File: src/rtl/pq_pkg.sv
// Shared types and the key comparison used by every priority-queue cell.
//   pq_op_t   : per-cycle operation broadcast from the top to all cells
//   pq_better : strict "a ranks ahead of b" test, direction and signedness
//               selected by the caller
// Keys are passed widened to PQ_MAX_W bits. The caller sign- or zero-extends
// them first, so one function serves every key width up to PQ_MAX_W.
package pq_pkg;

  typedef enum logic [1:0] {
    PQ_NONE,
    PQ_PUSH,
    PQ_POP,
    PQ_REPLACE
  } pq_op_t;

  localparam int PQ_MAX_W = 64;

  function automatic logic pq_better(input logic [PQ_MAX_W-1:0] a,
                                     input logic [PQ_MAX_W-1:0] b,
                                     input logic                max_first,
                                     input logic                signed_cmp);
    logic r;
    if (signed_cmp) begin
      r = max_first ? ($signed(a) > $signed(b)) : ($signed(a) < $signed(b));
    end else begin
      r = max_first ? (a > b) : (a < b);
    end
    return r;
  endfunction

endpackage

File: src/rtl/pq_sorted_array_if.sv
// Handshake and status bundle of the sorted priority queue.
//   master : key producer / consumer side (drives push_valid, push_data, pop)
//   slave  : the queue (drives push_ready, head_*, count, full, empty, drop)
interface pq_sorted_array_if #(
  parameter int DATA_W = 32,
  parameter int DEPTH  = 8
);
  localparam int CW = $clog2(DEPTH + 1);

  logic              push_valid;
  logic [DATA_W-1:0] push_data;
  logic              push_ready;
  logic              pop;
  logic [DATA_W-1:0] head_data;
  logic              head_valid;
  logic [CW-1:0]     count;
  logic              full;
  logic              empty;
  logic              drop;

  modport master (
    output push_valid, push_data, pop,
    input  push_ready, head_data, head_valid, count, full, empty, drop
  );

  modport slave (
    input  push_valid, push_data, pop,
    output push_ready, head_data, head_valid, count, full, empty, drop
  );
endinterface

File: src/rtl/pq_cell.sv
// One entry of the sorted array together with its compare/route logic.
//   clk, rst_n           : clock, synchronous active-low reset
//   op                   : operation for this cycle (same for all cells)
//   new_key              : key being inserted
//   left_val/left_vld    : entry i-1 (constant invalid for entry 0)
//   right_val/right_vld  : entry i+1 (constant invalid past the tail)
//   left_ins             : insert flag of entry i-1 (0 for entry 0)
//   ins                  : this entry's insert flag
//   val/vld              : registered entry
module pq_cell
  import pq_pkg::*;
#(
  parameter int DATA_W     = 32,
  parameter int MAX_FIRST  = 1,
  parameter int SIGNED_CMP = 0
) (
  input  logic              clk,
  input  logic              rst_n,
  input  pq_op_t            op,
  input  logic [DATA_W-1:0] new_key,
  input  logic [DATA_W-1:0] left_val,
  input  logic              left_vld,
  input  logic [DATA_W-1:0] right_val,
  input  logic              right_vld,
  input  logic              left_ins,
  output logic              ins,
  output logic [DATA_W-1:0] val,
  output logic              vld
);

  logic [DATA_W-1:0] cmp_val;
  logic              cmp_vld;
  logic [DATA_W-1:0] nxt_val;
  logic              nxt_vld;

  function automatic logic [PQ_MAX_W-1:0] widen(input logic [DATA_W-1:0] x);
    logic [PQ_MAX_W-1:0] r;
    r = '0;
    if ((SIGNED_CMP != 0) && x[DATA_W-1]) r = '1;
    r[DATA_W-1:0] = x;
    return r;
  endfunction

  // A replace sees the array already shifted left by one, so the cell
  // compares against its right neighbour and its own entry becomes s[i-1].
  // The strict compare places a new key behind existing equal keys.
  always_comb begin
    cmp_val = (op == PQ_REPLACE) ? right_val : val;
    cmp_vld = (op == PQ_REPLACE) ? right_vld : vld;
    ins     = ~cmp_vld | pq_better(widen(new_key), widen(cmp_val),
                                   MAX_FIRST != 0, SIGNED_CMP != 0);
    nxt_val = val;
    nxt_vld = vld;
    case (op)
      PQ_PUSH: begin
        if (ins) begin
          nxt_val = left_ins ? left_val : new_key;
          nxt_vld = left_ins ? left_vld : 1'b1;
        end
      end
      PQ_POP: begin
        nxt_val = right_val;
        nxt_vld = right_vld;
      end
      PQ_REPLACE: begin
        if (ins) begin
          nxt_val = left_ins ? val : new_key;
          nxt_vld = left_ins ? vld : 1'b1;
        end else begin
          nxt_val = right_val;
          nxt_vld = right_vld;
        end
      end
      default: ;
    endcase
  end

  always_ff @(posedge clk) begin
    if (!rst_n) begin
      val <= '0;
      vld <= 1'b0;
    end else begin
      val <= nxt_val;
      vld <= nxt_vld;
    end
  end

endmodule

File: src/rtl/pq_sorted_array.sv
// Register-based sorted priority queue of DEPTH entries. Entry 0 is always
// the best key, so the head is read with zero latency. Push, pop and
// push+pop (replace) each complete in one cycle.
//   clk, rst_n : clock, synchronous active-low reset
//   bus        : pq_sorted_array_if.slave
//                push_valid/push_data/push_ready : insert handshake
//                pop                             : remove head
//                head_data/head_valid            : best key (0 when empty)
//                count/full/empty                : occupancy
//                drop : registered one-cycle pulse after a pop hits an empty queue
module pq_sorted_array
  import pq_pkg::*;
#(
  parameter int DATA_W     = 32,
  parameter int DEPTH      = 8,
  parameter int MAX_FIRST  = 1,
  parameter int SIGNED_CMP = 0
) (
  input  logic clk,
  input  logic rst_n,
  pq_sorted_array_if.slave bus
);

  localparam int CW = $clog2(DEPTH + 1);

  logic [DEPTH:0][DATA_W-1:0] val;
  logic [DEPTH:0]             vld;
  logic [DEPTH-1:0]           ins;
  logic                       tail_ins_unused;

  logic [CW-1:0] count_q;
  logic          drop_q;
  logic          empty;
  logic          full;
  logic          pop_fire;
  logic          push_ready;
  logic          push_fire;
  pq_op_t        op;

  // Slot past the tail reads as an invalid, zero entry.
  assign val[DEPTH] = '0;
  assign vld[DEPTH] = 1'b0;

  // The last cell has no right neighbour consuming its insert flag.
  assign tail_ins_unused = ins[DEPTH-1];

  for (genvar i = 0; i < DEPTH; i++) begin : g_cell
    logic [DATA_W-1:0] lval;
    logic              lvld;
    logic              lins;

    if (i == 0) begin : g_first
      assign lval = '0;
      assign lvld = 1'b0;
      assign lins = 1'b0;
    end else begin : g_rest
      assign lval = val[i-1];
      assign lvld = vld[i-1];
      assign lins = ins[i-1];
    end

    pq_cell #(
      .DATA_W    (DATA_W),
      .MAX_FIRST (MAX_FIRST),
      .SIGNED_CMP(SIGNED_CMP)
    ) u_cell (
      .clk      (clk),
      .rst_n    (rst_n),
      .op       (op),
      .new_key  (bus.push_data),
      .left_val (lval),
      .left_vld (lvld),
      .right_val(val[i+1]),
      .right_vld(vld[i+1]),
      .left_ins (lins),
      .ins      (ins[i]),
      .val      (val[i]),
      .vld      (vld[i])
    );
  end

  assign empty      = (count_q == '0);
  assign full       = (count_q == CW'(DEPTH));
  assign pop_fire   = bus.pop & ~empty;
  assign push_ready = ~full | pop_fire;
  assign push_fire  = bus.push_valid & push_ready;

  always_comb begin
    case ({push_fire, pop_fire})
      2'b10:   op = PQ_PUSH;
      2'b01:   op = PQ_POP;
      2'b11:   op = PQ_REPLACE;
      default: op = PQ_NONE;
    endcase
  end

  always_ff @(posedge clk) begin
    if (!rst_n) begin
      count_q <= '0;
      drop_q  <= 1'b0;
    end else begin
      drop_q <= bus.pop & empty;
      case (op)
        PQ_PUSH: count_q <= count_q + CW'(1);
        PQ_POP:  count_q <= count_q - CW'(1);
        default: ;
      endcase
    end
  end

  assign bus.push_ready = push_ready;
  assign bus.head_data  = val[0];
  assign bus.head_valid = vld[0];
  assign bus.count      = count_q;
  assign bus.full       = full;
  assign bus.empty      = empty;
  assign bus.drop       = drop_q;

endmodule

File: src/flat_wrapper.sv
// flat-port wrapper written by rule: the top's interface ports become plain ports
module pq_sorted_array_flat import pq_pkg::*;
#(
  parameter int DATA_W     = 32,
  parameter int DEPTH      = 8,
  parameter int MAX_FIRST  = 1,
  parameter int SIGNED_CMP = 0
)
  (clk, rst_n, bus_push_valid, bus_push_data, bus_pop, bus_push_ready, bus_head_data, bus_head_valid, bus_count, bus_full, bus_empty, bus_drop);
  pq_sorted_array_if #(.DATA_W(DATA_W), .DEPTH(DEPTH)) bus_i ();
  input  logic clk;
  input  logic rst_n;
  input wire logic [$bits(bus_i.push_valid)-1:0] bus_push_valid;
  input wire logic [$bits(bus_i.push_data)-1:0] bus_push_data;
  input wire logic [$bits(bus_i.pop)-1:0] bus_pop;
  output wire logic [$bits(bus_i.push_ready)-1:0] bus_push_ready;
  output wire logic [$bits(bus_i.head_data)-1:0] bus_head_data;
  output wire logic [$bits(bus_i.head_valid)-1:0] bus_head_valid;
  output wire logic [$bits(bus_i.count)-1:0] bus_count;
  output wire logic [$bits(bus_i.full)-1:0] bus_full;
  output wire logic [$bits(bus_i.empty)-1:0] bus_empty;
  output wire logic [$bits(bus_i.drop)-1:0] bus_drop;
  assign bus_i.push_valid = bus_push_valid;
  assign bus_i.push_data = bus_push_data;
  assign bus_i.pop = bus_pop;
  assign bus_push_ready = bus_i.push_ready;
  assign bus_head_data = bus_i.head_data;
  assign bus_head_valid = bus_i.head_valid;
  assign bus_count = bus_i.count;
  assign bus_full = bus_i.full;
  assign bus_empty = bus_i.empty;
  assign bus_drop = bus_i.drop;
  pq_sorted_array #(.DATA_W(DATA_W), .DEPTH(DEPTH), .MAX_FIRST(MAX_FIRST), .SIGNED_CMP(SIGNED_CMP)) u_core (.clk(clk), .rst_n(rst_n), .bus(bus_i));
endmodule
File: config.mk
export PLATFORM = sky130hd
export DESIGN_NAME = pq_sorted_array_flat
export DESIGN_NICKNAME = d
export VERILOG_FILES = /design/src/rtl/pq_pkg.sv /design/src/rtl/pq_sorted_array_if.sv /design/src/rtl/pq_cell.sv /design/src/rtl/pq_sorted_array.sv /design/src/flat_wrapper.sv
export SDC_FILE = /design/constraint.sdc
export NUM_CORES = 2
export LEC_CHECK = 0
export CORE_ASPECT_RATIO = 0.75
export CORE_UTILIZATION = 40
export DETAILED_ROUTE_END_ITERATION = 8
export RECOVER_POWER = 25
export REMOVE_ABC_BUFFERS = 1
export SETUP_SLACK_MARGIN = 0.2
export SYNTH_ARGS = -nofsm -noshare
export SYNTH_HDL_FRONTEND = slang
export SYNTH_HIERARCHICAL = 1
export SYNTH_SLANG_ARGS = --single-unit
File: constraint.sdc
create_clock -name clk -period 20.3 [get_ports clk]
set_input_delay 3.045 -clock clk [delete_from_list [all_inputs] [get_ports clk]]
set_output_delay 3.045 -clock clk [all_outputs]
set_load 0.01 [all_outputs]
# == After elaboration in Yosys (flattened, before gate mapping) ==
# Index checks and enable logic that the tools add are counted.
# word_totals
regBits,269
input_bits,36
output_inout_bits,41
word_cells,177
# op_classes
addsub,2
n_lt_le_gt_ge,8
eq_ne,22
muxes,94
bitwise,22
n_reduce_logical,11
# op_table
operator,count
two-way mux 32 bit,38
case mux 32 bit (3 select lines),8
greater-than comparator 32 bit,8
two-way mux 1 bit,38
case mux 1 bit (3 select lines),8
!= test 3 bit (second input constant),7
AND reduction 3 bit,7
!= test 2 bit (second input constant),8
inverter 1 bit,10
OR 1 bit,9
equality test 2 bit (second input constant),4
case mux 4 bit (2 select lines),1
case mux 2 bit (3 select lines),1
adder 4 x 1 -> 4 bit (second input constant),1
equality test 2 x 1 -> 1 bit (second input constant),2
equality test 4 bit (second input constant),1
logical NOT 4 bit,1
subtractor 4 x 1 -> 4 bit (second input constant),1
AND 1 bit,3
nonzero test 3 bit,1
AND reduction 2 bit,1
nonzero test 2 bit,1

# == Logic depth before layout (Yosys ltp) ==
# logic_depth
depth_word,14
ltp_mapped,26
ltp_nobuf,21

# == Hierarchy ==
# Netlist, hierarchy kept.
# by_module_without_submodules
mod,n_inst,cells_per_inst,area_per_inst_um2,seq_area_each_um2
pq_cell (u_core.g_cell[0].u_cell ...),5,362,3315.7,660.6
pq_cell (u_core.g_cell[7].u_cell),1,390,3590.9,660.6
pq_cell (u_core.g_cell[6].u_cell),1,366,3492.1,660.6
pq_cell (u_core.g_cell[2].u_cell),1,386,3420.8,660.6
pq_sorted_array,1,41,364.1,100.1

# == Worst setup path after synthesis ==
# No wires, ideal clock.
# synth_path
path_type,input-to-reg
startpoint,input bus_pop
endpoint,register u_core.g_cell[7].u_cell.val[0]
arrival_ps,8427
required_time_ps,20183
slack_ps,11755
cell_stages,24
path_buffers,5
cell_sequence,o41a_1 clkinv_2 ha_1 a21o_1 clkbuf_1 nand2_1 buf_1 mux2i_1 ha_1 a21o_1 a221oi_1 o221ai_2 nor2_1 a211oi_4 or3_1 clkbuf_1 nand3b_1 nand2_1 a21oi_1 mux2i_1 and2_1 buf_6 buf_6 a32o_1
# synth_between
elab_chain_len,12
word_cells_on_any_way,28
cone_classes,order compare: 2; eq/ne: 8; mux: 9; bitwise: 7; reduce/logical: 2
# synth_rtl
item,line_no,rtl
start: declaration,flat_wrapper.sv:15,input wire logic [$bits(bus_i.pop)-1:0] bus_pop;
AND 1 bit (*),pq_sorted_array.sv:84,assign pop_fire = bus.pop & ~empty;
OR 1 bit,pq_sorted_array.sv:85,assign push_ready = ~full | pop_fire;
AND 1 bit,pq_sorted_array.sv:86,assign push_fire = bus.push_valid & push_ready;
equality test 2 bit or equality test 2 x 1 -> 1 bit (tied branches),pq_sorted_array.sv:89,"case ({push_fire, pop_fire})"
case mux 2 bit (3 select lines) (*),pq_sorted_array.sv:89,
named net u_core.op[0],pq_sorted_array.sv:38,pq_op_t op;
equality test 2 bit (*),"pq_cell.sv:48, pq_cell.sv:49",
two-way mux 32 bit or two-way mux 1 bit (tied branches),"pq_cell.sv:48, pq_cell.sv:49",
greater-than comparator 32 bit or inverter 1 bit (tied branches),"pq_pkg.sv:26, pq_cell.sv:50",
OR 1 bit (*),pq_cell.sv:50,"ins = ~cmp_vld | pq_better(widen(new_key), widen(cmp_val),"
named net u_core.g_cell[7].lins,pq_sorted_array.sv:50,logic lins;
two-way mux 32 bit,pq_cell.sv:57,nxt_val = left_ins ? left_val : new_key;
two-way mux 32 bit,pq_cell.sv:56,if (ins) begin
case mux 32 bit (3 select lines),pq_cell.sv:54,case (op)
end signal: assignment,pq_cell.sv:83,val <= nxt_val;
end: declaration,pq_cell.sv:27,"output logic [DATA_W-1:0] val,"
# Mark *: on every way through the listed nets, which the timed path passes. The rest lies on a longest branch. The select of a mux whose other input is x is not followed.
# A chain may end at the register's enable or synchronous reset.

# == Worst setup path in the final report ==
# layout_path
startpoint,input bus_pop
endpoint,register u_core.g_cell[7].u_cell.val[11]
# The elaborated chain is that of the path after synthesis.

==> run_summary.xml <==
<?xml version="1.0" encoding="UTF-8"?>
<metrics>
  <group name="drt">
    <metric name="post_drt_via_cell_ratio" unit="">6.16</metric>
    <metric name="route.vias.total" unit="">24296</metric>
    <metric name="drcViolationCount" unit="">0</metric>
    <metric name="firstDrtPassIters" unit="">6</metric>
    <metric name="initialDrtViolationCount" unit="">2061</metric>
    <metric name="postRouteWirelength" unit="microns">84800</metric>
    <metric name="wl_per_cell" unit="microns">21.5</metric>
    <metric name="detail-route-antenna-nets" unit="">0</metric>
  </group>
  <group name="timing">
    <metric name="max_slew.worst_pin.slew" unit="ps">5730</metric>
    <metric name="fmax" unit="MHz">73.5</metric>
    <metric name="rsz_0062_raised_after_global_routing" unit="">no</metric>
    <metric name="finalSetupViolations" unit="">0</metric>
    <metric name="timing.final.crit_share" unit="%">67.0</metric>
    <metric name="final.hold.worst_slack" unit="ps">499</metric>
    <metric name="fin_worst_skew" unit="ps">25.9</metric>
    <metric name="clock_period_minus_final_worst_setup_slack" unit="ps">13610</metric>
    <metric name="max_slew_headroom_at_the_worst_pin" unit="%">-282</metric>
    <metric name="timing.final.hold_violations" unit="">0</metric>
    <metric name="slew_violations" unit="">509</metric>
    <metric name="final.setup.tns" unit="ps">0</metric>
  </group>
  <group name="clocking">
    <metric name="clock-root-buffer" unit="">sky130_fd_sc_hd__clkbuf_16</metric>
    <metric name="numCtsBuffers" unit="">36</metric>
    <metric name="cts_hold_buf" unit="">0</metric>
    <metric name="ctsHtreeMaxLevel" unit="">2</metric>
    <metric name="cts.sinks" unit="">269</metric>
    <metric name="cts.repair_timing.setup_buffer_count" unit="">0</metric>
    <metric name="clkLatencyLatePin" unit="ps">570</metric>
    <metric name="cts_tree" unit="">done</metric>
    <metric name="cts.clk_slew.worst_paths" unit="ps">60</metric>
    <metric name="clock_tree.buffer_depth" unit="">3</metric>
    <metric name="cts_resized" unit="">0</metric>
  </group>
  <group name="final_layout">
    <metric name="core_occupancy_in_the_finished_layout" unit="%">44.4</metric>
    <metric name="area.growth.synth_to_final" unit="%">8.86</metric>
    <metric name="post_route_cells_drive_above_1_share" unit="%">12.0</metric>
    <metric name="num-nets-final" unit="">3329</metric>
  </group>
  <group name="run">
    <metric name="cap_viol_max_count" unit="">9</metric>
  </group>
  <group name="floorplan">
    <metric name="die-area" unit="sq um">69700</metric>
    <metric name="number_of_ports_placed_on_the_die_boundary" unit="">77</metric>
    <metric name="core" unit="sq um">67300</metric>
    <metric name="chipWidth" unit="microns">304</metric>
    <metric name="die_height" unit="microns">229</metric>
    <metric name="rows" unit="">82</metric>
    <metric name="floorplan.initialDensity" unit="%">40.8</metric>
  </group>
  <group name="placed_design">
    <metric name="hpwlAfterDp" unit="microns">61200</metric>
    <metric name="io_buffer_count" unit="">76</metric>
    <metric name="routabilityCongestion" unit="">0.849</metric>
  </group>
  <group name="outcome">
    <metric name="run_status" unit="">complete, but fails checks</metric>
    <metric name="violated_checks" unit="">max-capacitance violations, max-slew violations</metric>
  </group>
  <group name="worst_setup_path">
    <metric name="worstPathArrival" unit="ps">14100</metric>
    <metric name="critPathCaptureType" unit="">register</metric>
    <metric name="crit_type" unit="">input pin to register</metric>
    <metric name="crit_path_max_fo" unit="">43</metric>
    <metric name="required" unit="ps">20780</metric>
    <metric name="worstReg2RegStart" unit="">u_core/bus.count[0]</metric>
    <metric name="crit_path_start" unit="">bus_pop</metric>
    <metric name="worstSetupStartpointType" unit="">input pin</metric>
  </group>
  <group name="power_and_ir_drop">
    <metric name="p_leak" unit="uW">0.0131</metric>
    <metric name="power.density_cell_area" unit="nW/um^2">134</metric>
    <metric name="fin_total_pwr" unit="uW">4010</metric>
    <metric name="power.ir.vdd_worst" unit="mV">0.0852</metric>
  </group>
  <group name="global_route">
    <metric name="grt_overflow_total" unit="">0</metric>
    <metric name="grt_pass1_vias" unit="">23750</metric>
    <metric name="grt_antenna_before_repair" unit="">0</metric>
    <metric name="grt_use_total" unit="%">23.5</metric>
    <metric name="grt_pass1_wl" unit="microns">136000</metric>
    <metric name="grt_max_degree" unit="">130</metric>
  </group>
  <group name="min_path">
    <metric name="min-delay-path-class" unit="">register to register</metric>
    <metric name="hp-start" unit="">u_core/g_cell[0].u_cell/val[16]</metric>
  </group>
  <group name="synth">
    <metric name="yosysWarningCount" unit="">6</metric>
    <metric name="mappedNetlistArea" unit="sq um">27400</metric>
    <metric name="mapped_avg_cell_area" unit="sq um">9.17</metric>
    <metric name="synth_cells" unit="">2992</metric>
  </group>
</metrics>
==> critical path, cell delays in order <==
cell                            delay, ps
sky130_fd_sc_hd__dlygate4sd3_1        560
sky130_fd_sc_hd__o41a_2               140
sky130_fd_sc_hd__clkbuf_1            1620
sky130_fd_sc_hd__a21o_2               330
sky130_fd_sc_hd__clkbuf_1            1880
sky130_fd_sc_hd__nand2_2             1230
sky130_fd_sc_hd__mux2i_1              320
sky130_fd_sc_hd__ha_1                 340
sky130_fd_sc_hd__nand4_1              170
sky130_fd_sc_hd__or3_4                440
sky130_fd_sc_hd__o221ai_2             190
sky130_fd_sc_hd__nor2_1               130
sky130_fd_sc_hd__a211oi_4             350
sky130_fd_sc_hd__or3_2                190
sky130_fd_sc_hd__buf_4                450
sky130_fd_sc_hd__nand3b_1             130
sky130_fd_sc_hd__nand2_1              720
sky130_fd_sc_hd__a21oi_1              180
sky130_fd_sc_hd__mux2i_1              260
sky130_fd_sc_hd__and2_1              1100
sky130_fd_sc_hd__a32o_1               240
==> stage by stage <==
stage	worst slack, ps	cell area [sq um]	instances
after floorplan	1980	26400	2855
after CTS	10080	29900	3941
after detailed placement	9540	28800	3877
after global placement	9740	28800	3877
final	6690	29900	3942
after global routing	6170	29900	3941
==> power breakdown <==
part	total [uW]	switching, uW	internal [uW]
registers	992	288	704
clock network	638	269	369
logic	2390	1310	1070
==> cell type report <==
type,count,area (sq um)
clock inverter,7,93.8
antenna,1,2.50
inverter,29,110
sequential,269,5390
clock buffer,57,1050
fill,6502,37400
timing repair buffer,140,1210
multi-input combinational,2557,20900
tap,882,1100
==> worst paths after layout <==
kind                                                   endpoint  slack (ps)  depth (start not counted)
worst max-delay path            u_core/g_cell[7].u_cell/val[11]        6690                         21
worst min-delay path            u_core/g_cell[0].u_cell/val[16]         500                          2
worst max register to register  u_core/g_cell[7].u_cell/val[11]        9210                         20
worst min register to register  u_core/g_cell[0].u_cell/val[16]         500                          2
==> metal layers <==
metal	vias up	global-route usage [%]	routed length (microns)
li1	11541	-	-
met5	-	0	0
met4	0	6.08	1650
met2	879	35.4	35800
met1	11764	35.0	41800
met3	112	3.05	5510
==> state kept, by name (all words and copies together), names as in the netlist <==
| signal | flops |
|---|---|
| u_core/g_cell.u_cell/vld | 8 |
| u_core/bus.count | 4 |
| u_core/g_cell.u_cell/val | 256 |
| u_core/bus.drop | 1 |
==> placed cells by master (no fill, tap or decap), types with 33 or more instances in the layout <==
master and instances:
sky130_fd_sc_hd__o21ai_0 65, sky130_fd_sc_hd__dlygate4sd3_1 42, sky130_fd_sc_hd__o221ai_1 210, sky130_fd_sc_hd__dfxtp_1 269
sky130_fd_sc_hd__nand3_1 34, sky130_fd_sc_hd__a21boi_0 33, sky130_fd_sc_hd__o21a_1 167, sky130_fd_sc_hd__nor2b_1 74
sky130_fd_sc_hd__mux2i_1 579, sky130_fd_sc_hd__nand2b_1 66, sky130_fd_sc_hd__clkdlybuf4s50_1 33, sky130_fd_sc_hd__nand2_1 309
sky130_fd_sc_hd__conb_1 101, sky130_fd_sc_hd__a21oi_1 131, sky130_fd_sc_hd__mux2_2 164, sky130_fd_sc_hd__ha_1 259
sky130_fd_sc_hd__nand4_1 51, sky130_fd_sc_hd__buf_4 58, sky130_fd_sc_hd__clkbuf_16 36
Power figures use the tool's default switching activity.
